[src/rtl/cpu_pkg.sv]
// rtl/cpu_pkg.sv - shared CPU register-file and forwarding definitions
package cpu_pkg;
  localparam int REG_ADDR_W = 4;
  localparam int NUM_REGS   = 16;
  localparam int LAT_ALU    = 1;
  localparam int LAT_LOAD   = 3;

  typedef logic [REG_ADDR_W-1:0] reg_addr_t;
  typedef logic [1:0]            fwd_sel_t;

  localparam int FWD_A = 0;
  localparam int FWD_B = 1;
endpackage

[src/rtl/scoreboard_ctrl_if.sv]
// rtl/scoreboard_ctrl_if.sv - ID-stage request and EX-stage issue signals of the scoreboard
interface scoreboard_ctrl_if;
  import cpu_pkg::*;

  logic      id_valid;
  reg_addr_t id_sr1;
  reg_addr_t id_sr2;
  reg_addr_t id_dest;
  logic      id_wen;
  logic      id_load;
  logic      flush;
  logic      stall;
  logic      ex_valid;
  fwd_sel_t  ex_forward;
  logic      busy;

  modport master (
    output id_valid, id_sr1, id_sr2, id_dest, id_wen, id_load, flush,
    input  stall, ex_valid, ex_forward, busy
  );

  modport slave (
    input  id_valid, id_sr1, id_sr2, id_dest, id_wen, id_load, flush,
    output stall, ex_valid, ex_forward, busy
  );
endinterface

[src/rtl/scoreboard_cnt.sv]
// rtl/scoreboard_cnt.sv - one per-register writeback countdown
module scoreboard_cnt #(
  parameter int LAT_W = 3
) (
  input  logic             clk,
  input  logic             rst,
  input  logic             load,
  input  logic [LAT_W-1:0] load_val,
  output logic [LAT_W-1:0] cnt,
  output logic             ready,
  output logic             fwd
);
  // A new issue to this register replaces whatever was counting down.
  always_ff @(posedge clk) begin
    if (rst)
      cnt <= '0;
    else if (load)
      cnt <= load_val;
    else if (cnt != '0)
      cnt <= cnt - 1'b1;
  end

  assign ready = (cnt == '0);
  assign fwd   = (cnt == LAT_W'(1));
endmodule

[src/rtl/scoreboard_ctrl.sv]
// rtl/scoreboard_ctrl.sv - issue-stage hazard scheduler with WB forwarding selects
// Optional SCOREBOARD_STATS_EN adds a saturating stall_cycles counter.
module scoreboard_ctrl
  import cpu_pkg::*;
#(
  parameter int NREGS    = NUM_REGS,
  parameter int RW       = REG_ADDR_W,
  parameter int LAT_W    = 3,
  parameter int ALU_LAT  = LAT_ALU,
  parameter int LOAD_LAT = LAT_LOAD
) (
  input  logic               clk,
  input  logic               rst,
  scoreboard_ctrl_if.slave   bus
`ifdef SCOREBOARD_STATS_EN
  ,
  output logic [31:0]        stall_cycles
`endif
);
  logic [RW-1:0]    sr1, sr2, dest;
  logic [LAT_W-1:0] cnt [NREGS];
  logic [NREGS-1:0] rdy, fw;
  logic [LAT_W-1:0] new_lat;
  logic             haz1, haz2, fwd1, fwd2, waw, active, issue;
  fwd_sel_t         fwd_d;

  assign sr1  = bus.id_sr1;
  assign sr2  = bus.id_sr2;
  assign dest = bus.id_dest;

  assign cnt[0] = '0;
  assign rdy[0] = 1'b1;
  assign fw[0]  = 1'b0;

  for (genvar r = 1; r < NREGS; r++) begin : g_cnt
    scoreboard_cnt #(.LAT_W(LAT_W)) u_cnt (
      .clk      (clk),
      .rst      (rst),
      .load     (issue && bus.id_wen && (dest == RW'(r))),
      .load_val (new_lat),
      .cnt      (cnt[r]),
      .ready    (rdy[r]),
      .fwd      (fw[r])
    );
  end

  assign new_lat = bus.id_load ? LAT_W'(LOAD_LAT) : LAT_W'(ALU_LAT);

  // Decisions use pre-update counts, so an instruction never sees its own dest.
  assign haz1   = !rdy[sr1] && !fw[sr1];
  assign haz2   = !rdy[sr2] && !fw[sr2];
  assign fwd1   = fw[sr1];
  assign fwd2   = fw[sr2];
  assign waw    = bus.id_wen && (dest != '0) && (cnt[dest] > new_lat);
  assign active = bus.id_valid && !bus.flush;

  assign bus.stall = active && (haz1 || haz2 || waw);
  assign issue     = active && !bus.stall;
  assign bus.busy  = !(&rdy);

  always_comb begin
    fwd_d        = '0;
    fwd_d[FWD_A] = fwd1;
    fwd_d[FWD_B] = fwd2;
  end

  always_ff @(posedge clk) begin
    if (rst) begin
      bus.ex_valid   <= 1'b0;
      bus.ex_forward <= '0;
    end else begin
      bus.ex_valid   <= issue;
      bus.ex_forward <= issue ? fwd_d : '0;
    end
  end

`ifdef SCOREBOARD_STATS_EN
  always_ff @(posedge clk) begin
    if (rst)
      stall_cycles <= '0;
    else if (bus.stall && (stall_cycles != 32'hFFFF_FFFF))
      stall_cycles <= stall_cycles + 32'd1;
  end
`endif
endmodule

[src/flat_wrapper.sv]
// flat-port wrapper written by rule: the top's interface ports become plain ports
module scoreboard_ctrl_flat import cpu_pkg::*;
#(
  parameter int NREGS    = NUM_REGS,
  parameter int RW       = REG_ADDR_W,
  parameter int LAT_W    = 3,
  parameter int ALU_LAT  = LAT_ALU,
  parameter int LOAD_LAT = LAT_LOAD
)
  (clk, rst, bus_id_valid, bus_id_sr1, bus_id_sr2, bus_id_dest, bus_id_wen, bus_id_load, bus_flush, bus_stall, bus_ex_valid, bus_ex_forward, bus_busy);
  scoreboard_ctrl_if bus_i ();
  input  logic clk;
  input  logic rst;
  input wire logic [$bits(bus_i.id_valid)-1:0] bus_id_valid;
  input wire logic [$bits(bus_i.id_sr1)-1:0] bus_id_sr1;
  input wire logic [$bits(bus_i.id_sr2)-1:0] bus_id_sr2;
  input wire logic [$bits(bus_i.id_dest)-1:0] bus_id_dest;
  input wire logic [$bits(bus_i.id_wen)-1:0] bus_id_wen;
  input wire logic [$bits(bus_i.id_load)-1:0] bus_id_load;
  input wire logic [$bits(bus_i.flush)-1:0] bus_flush;
  output wire logic [$bits(bus_i.stall)-1:0] bus_stall;
  output wire logic [$bits(bus_i.ex_valid)-1:0] bus_ex_valid;
  output wire logic [$bits(bus_i.ex_forward)-1:0] bus_ex_forward;
  output wire logic [$bits(bus_i.busy)-1:0] bus_busy;
  assign bus_i.id_valid = bus_id_valid;
  assign bus_i.id_sr1 = bus_id_sr1;
  assign bus_i.id_sr2 = bus_id_sr2;
  assign bus_i.id_dest = bus_id_dest;
  assign bus_i.id_wen = bus_id_wen;
  assign bus_i.id_load = bus_id_load;
  assign bus_i.flush = bus_flush;
  assign bus_stall = bus_i.stall;
  assign bus_ex_valid = bus_i.ex_valid;
  assign bus_ex_forward = bus_i.ex_forward;
  assign bus_busy = bus_i.busy;
  scoreboard_ctrl #(.NREGS(NREGS), .RW(RW), .LAT_W(LAT_W), .ALU_LAT(ALU_LAT), .LOAD_LAT(LOAD_LAT)) u_core (.clk(clk), .rst(rst), .bus(bus_i));
endmodule
[config.mk]
export PLATFORM = sky130hd
export DESIGN_NAME = scoreboard_ctrl_flat
export DESIGN_NICKNAME = d
export VERILOG_FILES = /design/src/rtl/cpu_pkg.sv /design/src/rtl/scoreboard_ctrl_if.sv /design/src/rtl/scoreboard_cnt.sv /design/src/rtl/scoreboard_ctrl.sv /design/src/flat_wrapper.sv
export SDC_FILE = /design/constraint.sdc
export NUM_CORES = 1
export LEC_CHECK = 0
export ABC_CLOCK_PERIOD_IN_PS = 8600
export CORE_ASPECT_RATIO = 0.6
export CORE_MARGIN = 4
export CORE_UTILIZATION = 30
export CTS_CLUSTER_DIAMETER = 200
export CTS_CLUSTER_SIZE = 40
export DETAILED_ROUTE_END_ITERATION = 7
export DONT_BUFFER_PORTS = 1
export PLACE_DENSITY = 0.54
export SLEW_MARGIN = 20
export SYNTH_ARGS = -nofsm -noshare
export SYNTH_HDL_FRONTEND = slang
export SYNTH_HIERARCHICAL = 1
export SYNTH_SLANG_ARGS = --single-unit
[constraint.sdc]
create_clock -name clk -period 8.6 [get_ports clk]
set_clock_uncertainty 0.1 [all_clocks]
set_input_delay 0.86 -clock clk [delete_from_list [all_inputs] [get_ports clk]]
set_output_delay 0.86 -clock clk [all_outputs]
set_load 0.01 [all_outputs]
After elaboration in Yosys (flattened, before gate mapping)

Index checks and enable logic that the tools add are counted.

Add/sub/neg operators: 15
Order comparisons: 4
Equal/unequal tests: 30
Multiplexer cells: 42
Bitwise gates (word level): 2
Reduce and logical (&&, ||, !) cells: 80

Operator list:

| kind                                                                          | count |
|---|---|
| 3-bit 2-to-1 mux                                                              | 32 |
| 3-bit by 1-bit equality test with 1-bit output (second input constant)        | 15 |
| 3-bit logical NOT                                                             | 15 |
| 3-bit nonzero test                                                            | 15 |
| 3-bit by 1-bit subtractor with 3-bit output (second input constant)           | 15 |
| 4-bit equality test (second input constant)                                   | 8 |
| 2-bit nonzero test                                                            | 15 |
| 1-bit logical AND                                                             | 23 |
| 1-bit binary-select mux with 4-bit select                                     | 4 |
| 4-bit by 3-bit equality test with 1-bit output (second input constant)        | 4 |
| 15-bit AND reduction                                                          | 1 |
| 3-bit binary-select mux with 4-bit select                                     | 1 |
| 4-bit by 5-bit less-than comparator with 1-bit output (second input constant) | 2 |
| 4-bit by 2-bit equality test with 1-bit output (second input constant)        | 2 |
| 1-bit logical NOT                                                             | 7 |
| 5-bit greater-or-equal comparator (second input constant)                     | 1 |
| 4-bit inverter with 5-bit output                                              | 1 |
| 4-bit by 1-bit equality test with 1-bit output (second input constant)        | 1 |
| 1-bit 2-to-1 mux                                                              | 4 |
| 4-bit nonzero test                                                            | 1 |
| 3-bit > comparator                                                            | 1 |
| 1-bit logical OR                                                              | 2 |
| 2-bit 2-to-1 mux                                                              | 1 |
| 2-bit OR reduction                                                            | 1 |
| 1-bit inverter                                                                | 1 |

Flip-flop bits (word level): 48
Output and inout bits: 5
Logic and storage cells: 190

Longest topological paths before layout

Gate-level depths: netlist (run 1).

Word-level depth: 13
Gate-level depth with buffers: 14
Gate-level depth less buffers: 11

Modules after synthesis

Netlist (run 1), hierarchy kept.

Modules (own cells, without submodules):

| module          | times used | cells an instance | area an instance (um^2) | sequential area each (um^2) |
|---|---|---|---|---|
| scoreboard_cnt  | 15         | 24                | 227.7                   | 60.1 |
| scoreboard_ctrl | 1          | 167               | 1531.5                  | 60.1 |

Worst setup path after synthesis (run 1)

No wires, ideal clock.

Path type: input port to flip-flop
From: in bus_id_dest[0]
To: reg u_core.g_cnt[1].u_cnt.cnt[1]
Setup time: 0.112 ns
Arrival: 4.203 ns
Required time: 8.388 ns
Setup slack: 4.185 ns
Stages: 11
Buffers on the path: 3
Cell sequence: buf_6 -> clkbuf_1 -> mux4_2 -> mux4_2 -> ha_1 -> nand3_1 -> a211o_1 -> buf_6 -> nor4_1 -> nor2b_1 -> a2111oi_1

Cells in the longest elaborated chain, start to end: 13
Elaborated cells on any way between the ends: 17
Those cells by class: 1 x order compare; 1 x eq/ne; 4 x mux; 1 x bitwise; 10 x reduce/logical

Ends and longest elaborated chain:

| element                                                       | RTL line              | text |
|---|---|---|
| start: declaration                                            | flat_wrapper.sv:17    | `input wire logic [$bits(bus_i.id_dest)-1:0] bus_id_dest;` |
| 4-bit inverter with 5-bit output (implied by the code)        | scoreboard_ctrl.sv:54 | `assign waw = bus.id_wen && (dest != '0) && (cnt[dest] > new_lat);` |
| 3-bit binary-select mux with 4-bit select                     | scoreboard_ctrl.sv:54 |  |
| 3-bit 2-to-1 mux (implied by the code) (2 in a row)           | scoreboard_ctrl.sv:54 |  |
| 3-bit > comparator                                            | scoreboard_ctrl.sv:54 |  |
| 1-bit logical AND                                             | scoreboard_ctrl.sv:54 |  |
| 1-bit logical OR                                              | scoreboard_ctrl.sv:57 | `assign bus.stall = active && (haz1 \|\| haz2 \|\| waw);` |
| 1-bit logical AND                                             | scoreboard_ctrl.sv:57 |  |
| 1-bit logical NOT                                             | scoreboard_ctrl.sv:58 | `assign issue = active && !bus.stall;` |
| 1-bit logical AND                                             | scoreboard_ctrl.sv:58 |  |
| 1-bit logical AND                                             | scoreboard_ctrl.sv:39 | `.load (issue && bus.id_wen && (dest == RW'(r))),` |
| 1-bit logical AND (*)                                         | scoreboard_ctrl.sv:39 |  |
| 3-bit 2-to-1 mux / 2-bit nonzero test (equally long branches) | n/a                   |  |
| end signal: assignment                                        | scoreboard_cnt.sv:18  | `cnt <= load_val;` |
| end signal: assignment                                        | scoreboard_cnt.sv:20  | `cnt <= cnt - 1'b1;` |
| end: declaration                                              | scoreboard_cnt.sv:9   | `output logic [LAT_W-1:0] cnt,` |

Every way passes the cells marked *; elsewhere a longest branch is shown, timed or not. The select of a mux whose other input is x is not followed.
A chain may end at the register's enable or synchronous reset.

Worst setup path after layout (run 1)

From: in bus_id_dest[1]
To: out bus_stall

Cells in the longest elaborated chain, start to end: 8
Elaborated cells on any way between the ends: 10
Those cells by class: 1 x order compare; 3 x mux; 1 x bitwise; 5 x reduce/logical

Ends and longest elaborated chain:

| element                                                | RTL line              | text |
|---|---|---|
| 4-bit inverter with 5-bit output (implied by the code) | scoreboard_ctrl.sv:54 |  |
| 3-bit binary-select mux with 4-bit select              | scoreboard_ctrl.sv:54 |  |
| 3-bit 2-to-1 mux (implied by the code) (2 in a row)    | scoreboard_ctrl.sv:54 |  |
| 3-bit > comparator                                     | scoreboard_ctrl.sv:54 |  |
| 1-bit logical AND (*)                                  | scoreboard_ctrl.sv:54 |  |
| 1-bit logical OR (*)                                   | scoreboard_ctrl.sv:57 |  |
| 1-bit logical AND (*)                                  | scoreboard_ctrl.sv:57 |  |
| end: declaration                                       | flat_wrapper.sv:21    | `output wire logic [$bits(bus_i.stall)-1:0] bus_stall;` |

Marked as above.

==> results.ini, run 1 <==
[worst_hold_path]
hold_path_class=in -> reg

[cells_and_area]
fin_cells=757
final_cell_mix=nor2b_1, inv_1, dfxtp_1
drive_gt1_share_pct=14.1
diodes=0
layout.nets=611
fin_area_um2=5360
area_growth_pct=8.30
layout_commonest_cell=nor2b_1
final_util_pct=33.0

[synth]
ys_warn_count=6
syn-cell-area_um2=4950
synth_edf_count=0
ys_ff_latch=48
yosysSeqAreaShare_pct=19.4
async_flop_share_pct=0
synth.distinct_cells=53
syn-instance-count=527
synth_area_per_cell_um2=9.39
ys.flop_type=dfxtp_1

[worst_setup_path]
slowest_stage=a211o_1
criticalPathCategory=in -> out
start_kind=input port
reg2reg_depth=8
r2r_slack_ps=4420
r2r-end=u_core/g_cnt[7].u_cnt/cnt[1]
cp.arrival_ps=3540
cpPeakStageDelay_ps=780
reg2reg_from=u_core/g_cnt[4].u_cnt/cnt[1]
startpoint=bus_id_dest[1]
crit_required_ps=7640
end_kind=output port
crit_fanout=20
crit_path_end=bus_stall
cp_cell_sequence=mux2_2 -> a22o_1 -> mux4_2 -> ha_1 -> a211oi_1 -> a211o_1 -> o31a_1

[timing]
rsz0062_at_grt=no
maxSlewHeadroom_pct=33.7
finalMaxSlewViolations=0
fin_ws_ps=4100
post-route-period-util_pct=52.3
finalSetupViolations=0
hold_ws_ps=516
tightest_slew_ps=985
hold_viol_final=0
final.min_clock_period_ps=4500
max_freq_mhz=222
fin_tns_setup_ps=0

[placed_design]
pre_cts_ws_ps=3950
gp_congestion=0.943
io_buffers=0
dpl-instance-area_um2=5190
dpl.cell_count=749
dp_hpwl_mm=10.9

[floorplanning]
rows=36
start_util_pct=30.5
core_um2=16200
die_h_um=107
ios=23
die_x_um=174
dieArea_um2=18700

[clocking]
clockBufferDepth=2
numCtsBuffers=5
cts.htree.levels=2
hold_buffers=0
clk_pin_slew_ps=70
ctsResizeCount=0
cts.sinks=48
cts_setup_buffers=0
root_buffer=clkbuf_16
clkLatencyLatePin_ps=310
cts_tree=yes

[power_and_ir_drop]
combPwrFrac_pct=59.0
clock_power_share_pct=13.0
ir_drop_mv=0.107
power.total_mw=1.66
cellInternalPower_mw=0.904
pwr-share-seq_pct=28.0
leakagePower_nw=2.02
swShare_pct=45.4
p_sw_mw=0.752
cellPowerDensity_nw_per_um2=309

[routing]
ant_nets=0
route.vias.total=4095
drt-total-wl_mm=14.1
drc=0
viasPerCell=5.41
dr.first_iter.drc_count=307
wl_per_cell_um=18.6
drt_pass1_iterations=5

[grt]
grt_usage_pct=14.9
grt_max_degree=47
overflow=0
grt_pass1_wl_mm=21.9
grt_pass1_vias=3850
antenna_found_initial=0

[status]
status=finished, final reports clean

[run]
maxCapViolCount=0

-- synthesized netlist by cell type, types with 14 or more instances --
cell       number  area (um^2)
inv_1          64          240
nand2_1        26         97.6
and2b_2        15          131
nor2b_1        79          494
ha_1           46          576
nor4b_1        30          263
or3b_1         15          131
mux4_2         14          315
mux2i_1        17          170
a2111oi_1      30          300
nand2b_1       20          125
a311oi_2       15          225
or2b_1         15          113
dfxtp_1        48          961
-- state kept, by name, summed over array words and instances, names as in the netlist --
register                cells
u_core/bus.ex_valid         1
u_core/bus.ex_forward       2
u_core/g_cnt.u_cnt/cnt     45
-- worst min path at each step --
stage | startpoint | cells after the start | end | slack (ps)
after floorplan | u_core/g_cnt[3].u_cnt/cnt[0] | 2 | u_core/g_cnt[3].u_cnt/cnt[0] | 500
after global placement | u_core/g_cnt[12].u_cnt/cnt[0] | 2 | u_core/g_cnt[12].u_cnt/cnt[0] | 540
after detailed placement | u_core/g_cnt[11].u_cnt/cnt[2] | 2 | u_core/g_cnt[11].u_cnt/cnt[2] | 550
after CTS | rst | 1 | u_core/g_cnt[5].u_cnt/cnt[2] | 510
after global routing | rst | 1 | u_core/g_cnt[5].u_cnt/cnt[2] | 510
final | rst | 1 | u_core/g_cnt[5].u_cnt/cnt[2] | 520
-- power by group through the flow --
stage	Combinational, mW	Clock, mW	Sequential, mW
final	0.977	0.215	0.464
after global routing	1.07	0.230	0.479
after CTS	0.953	0.220	0.460
after detailed placement	0.947	0	0.464
after global placement	0.912	0	0.466
after floorplan	0.774	0	0.397
-- cell families (layout without fill, tap and decap cells) --
group	Yosys count	in the layout	synth area share [%]
DFF	48	48	19.4
other	2	30	0.152
muxes	40	40	12.8
buffers and inverters	81	74	7.66
adders and majority gates	46	46	11.6
AOI/OAI and AO/OA	64	64	13.9
and+or+nand+nor	246	246	34.4
-- final cells by class --
class,instances,area [um^2]
clock buffer,6,139
clock inverter,2,10.0
fill,1651,10900
inverter,64,240
multi-input combinational,426,3730
sequential,48,961
tap,209,262
timing repair buffer,2,15.0
-- metal layers --
metal,vias up,GRT usage (%),routed length [um]
li1,1943,-,-
met1,1972,22.7,7000
met2,166,19.8,5220
met3,14,5.97,1740
met4,0,2.20,104
met5,-,0,0
-- critical path, delay by kind of cell --
family	cells	cell delay [ps]
adders and majority gates	1	320
muxes	2	770
AOI/OAI and AO/OA	4	1580
No activity file was read; power rests on OpenSTA's default activity.
==> inputs of run 2 (changes only) <==
--- a/config.mk
+++ b/config.mk
@@ -5,7 +5,7 @@
 export SDC_FILE = /design/constraint.sdc
 export NUM_CORES = 1
 export LEC_CHECK = 0
-export ABC_CLOCK_PERIOD_IN_PS = 8600
+export ABC_CLOCK_PERIOD_IN_PS = 4400
 export CORE_ASPECT_RATIO = 0.6
 export CORE_MARGIN = 4
 export CORE_UTILIZATION = 30
==> constraint.sdc (replaced) <==
create_clock -name clk -period 4.4 [get_ports clk]
set_clock_uncertainty 0.1 [all_clocks]
set_input_delay 0.44 -clock clk [delete_from_list [all_inputs] [get_ports clk]]
set_output_delay 0.44 -clock clk [all_outputs]
set_load 0.01 [all_outputs]
==> run 2 against run 1 <==
  * Critical path depth increased by 1
  * Count of clock-buffer cells in the layout increased by 1
  * Design area increased by 0.63%
  * Non-clock buffer count increased by 8
==> results.ini, run 2 (synthesized netlist as in run 1, its figures left out) <==
[status]
status=finished, final reports clean  ; unchanged

[clocking]
cts.sinks=48  ; unchanged
clockBufferDepth=2  ; unchanged
cts_tree=yes  ; unchanged
numCtsBuffers=5  ; unchanged
root_buffer=clkbuf_16  ; unchanged
cts_setup_buffers=0  ; unchanged
hold_buffers=0  ; unchanged
ctsResizeCount=0  ; unchanged
clkLatencyLatePin_ps=300  ; was 310 ps
cts.htree.levels=2  ; unchanged
clk_pin_slew_ps=70  ; about the same

[timing]
rsz0062_at_grt=no  ; unchanged
post-route-period-util_pct=87.5
hold_viol_final=0  ; unchanged
final.min_clock_period_ps=3850
max_freq_mhz=260
finalMaxSlewViolations=0  ; unchanged
tightest_slew_ps=850  ; was 985 ps
finalSetupViolations=0  ; unchanged
fin_ws_ps=549  ; was 4100 ps
maxSlewHeadroom_pct=41.9  ; was 33.7%
fin_tns_setup_ps=0  ; unchanged

[cells_and_area]
area_growth_pct=8.98  ; was 8.30%
final_cell_mix=nor2b_1, inv_1, dfxtp_1  ; unchanged
top_register=u_core/g_cnt.u_cnt/cnt  ; unchanged
diodes=0  ; unchanged
layout.nets=619  ; was 611
layout_commonest_cell=nor2b_1  ; unchanged
fin_area_um2=5390  ; was 5360 um^2
largestRegisters=u_core/g_cnt.u_cnt/cnt: 45 flops, u_core/bus.ex_forward: 2 flops, u_core/bus.ex_valid: 1 flops  ; unchanged
drive_gt1_share_pct=14.4  ; was 14.1%
fin_cells=765  ; was 757
largest_reg_flops=45  ; unchanged

[power_and_ir_drop]
leakagePower_nw=2.05  ; was 2.02 nW
pwr-share-seq_pct=28.2  ; was 28.0%
ir_drop_mv=0.288  ; was 0.107 mV
power.total_mw=3.21  ; was 1.66 mW
combPwrFrac_pct=59.1  ; was 59.0%
swShare_pct=45.4  ; about the same
p_sw_mw=1.46  ; was 0.752 mW
cellPowerDensity_nw_per_um2=596  ; was 309 nW/um^2
cellInternalPower_mw=1.75  ; was 0.904 mW
clock_power_share_pct=12.6  ; was 13.0%

[worst_setup_path]
crit_required_ps=4490  ; was 7640 ps
start_kind=flip-flop  ; was input port
crit_fanout=16  ; was 20
cp.arrival_ps=3940  ; was 3540 ps
r2r_slack_ps=550  ; was 4420 ps
criticalPathCategory=reg -> reg  ; was in -> out
end_kind=flip-flop  ; was output port

[floorplanning]
ios=23  ; unchanged
die_h_um=107  ; unchanged
dieArea_um2=18700  ; unchanged
start_util_pct=30.5  ; unchanged
die_x_um=174  ; unchanged
rows=36  ; unchanged
core_um2=16200  ; unchanged

[placed_design]
dpl-instance-area_um2=5250  ; was 5190 um^2
io_buffers=0  ; unchanged
dp_hpwl_mm=11.0  ; was 10.9 mm
gp_congestion=0.855  ; was 0.943
dpl.cell_count=757  ; was 749
pre_cts_ws_ps=500  ; was 3950 ps

[routing]
route.vias.total=4105  ; was 4095
viasPerCell=5.37  ; was 5.41
dr.first_iter.drc_count=326  ; was 307
ant_nets=0  ; unchanged
wl_per_cell_um=18.4  ; was 18.6 um
drt_pass1_iterations=4  ; was 5
drt-total-wl_mm=14.1  ; about the same
drc=0  ; unchanged

[run]
maxCapViolCount=0  ; unchanged

[grt]
antenna_found_initial=0  ; unchanged
grt_usage_pct=15.1  ; was 14.9%
grt_pass1_vias=3924  ; was 3850
grt_max_degree=47  ; unchanged
grt_pass1_wl_mm=22.3  ; was 21.9 mm
overflow=0  ; unchanged

[worst_hold_path]
hold_path_class=in -> reg  ; unchanged

run 2: changes by cell type in the layout (fill, tap and decap cells not counted):
cell      previous run  this run
buf_4                2        10
clkbuf_1             0         2
nor4_1               5         8
clkbuf_8             1         0
nor4_2              13        10
clkinv_4             0         1
clkinv_2             2         0
run 2: path summary, 6_finish.rpt:
kind / end / from / cells past startpoint
worst max-delay path: u_core/g_cnt[4].u_cnt/cnt[0] / u_core/g_cnt[7].u_cnt/cnt[1] / 8
worst min-delay path: u_core/g_cnt[5].u_cnt/cnt[2] / rst / 1
worst min register to register: u_core/g_cnt[14].u_cnt/cnt[2] / u_core/g_cnt[14].u_cnt/cnt[2] / 2
worst max register to register: u_core/g_cnt[4].u_cnt/cnt[0] / u_core/g_cnt[7].u_cnt/cnt[1] / 8
run 2: cell type report:
class / count / area (um^2)
clock buffers: 7 / 133
clock inverters: 1 / 8.76
fillers: 1667 / 10800
inverters: 64 / 240
multi-input cells: 426 / 3710
flip-flops and latches: 48 / 961
well taps: 209 / 262
repair buffers: 10 / 75.1
run 2: power groups by stage:
stage / combinational [mW] / sequential (mW) / clock, mW
final: 1.90 / 0.907 / 0.406
after global routing: 2.09 / 0.938 / 0.435
after CTS: 1.87 / 0.900 / 0.419
after detailed placement: 1.86 / 0.908 / 0
after global placement: 1.78 / 0.909 / 0
after floorplan: 1.51 / 0.777 / 0
run 2: per-layer routing:
layer  GRT usage, %  vias to the layer above  share of wire (%)
met1           22.8                     2031                 51
met4           2.32                        0               0.50
li1               -                     1952                  -
met5              0                        -                  0
met3           5.69                        7                9.5
met2           20.5                      115                 39
run 2: worst max-delay path, cell delays in order, from the launching register on:
cell and delay (ps):
dfxtp_1 360, mux4_2 520, mux4_2 470, ha_1 310, nand3_1 80, a211o_1 590, nor4_2 780, nor2b_1 110
a2111oi_1 400
run 2: per-stage QoR:
step / util [%] / hold slack (ps)
3_3_place_gp: 32.4 / 417
5_1_grt: 33.2 / 93.2
4_1_cts: 33.2 / 94.4
2_1_floorplan: - / 408
3_5_place_dp: 32.4 / 418
6_report: 33.2 / 104
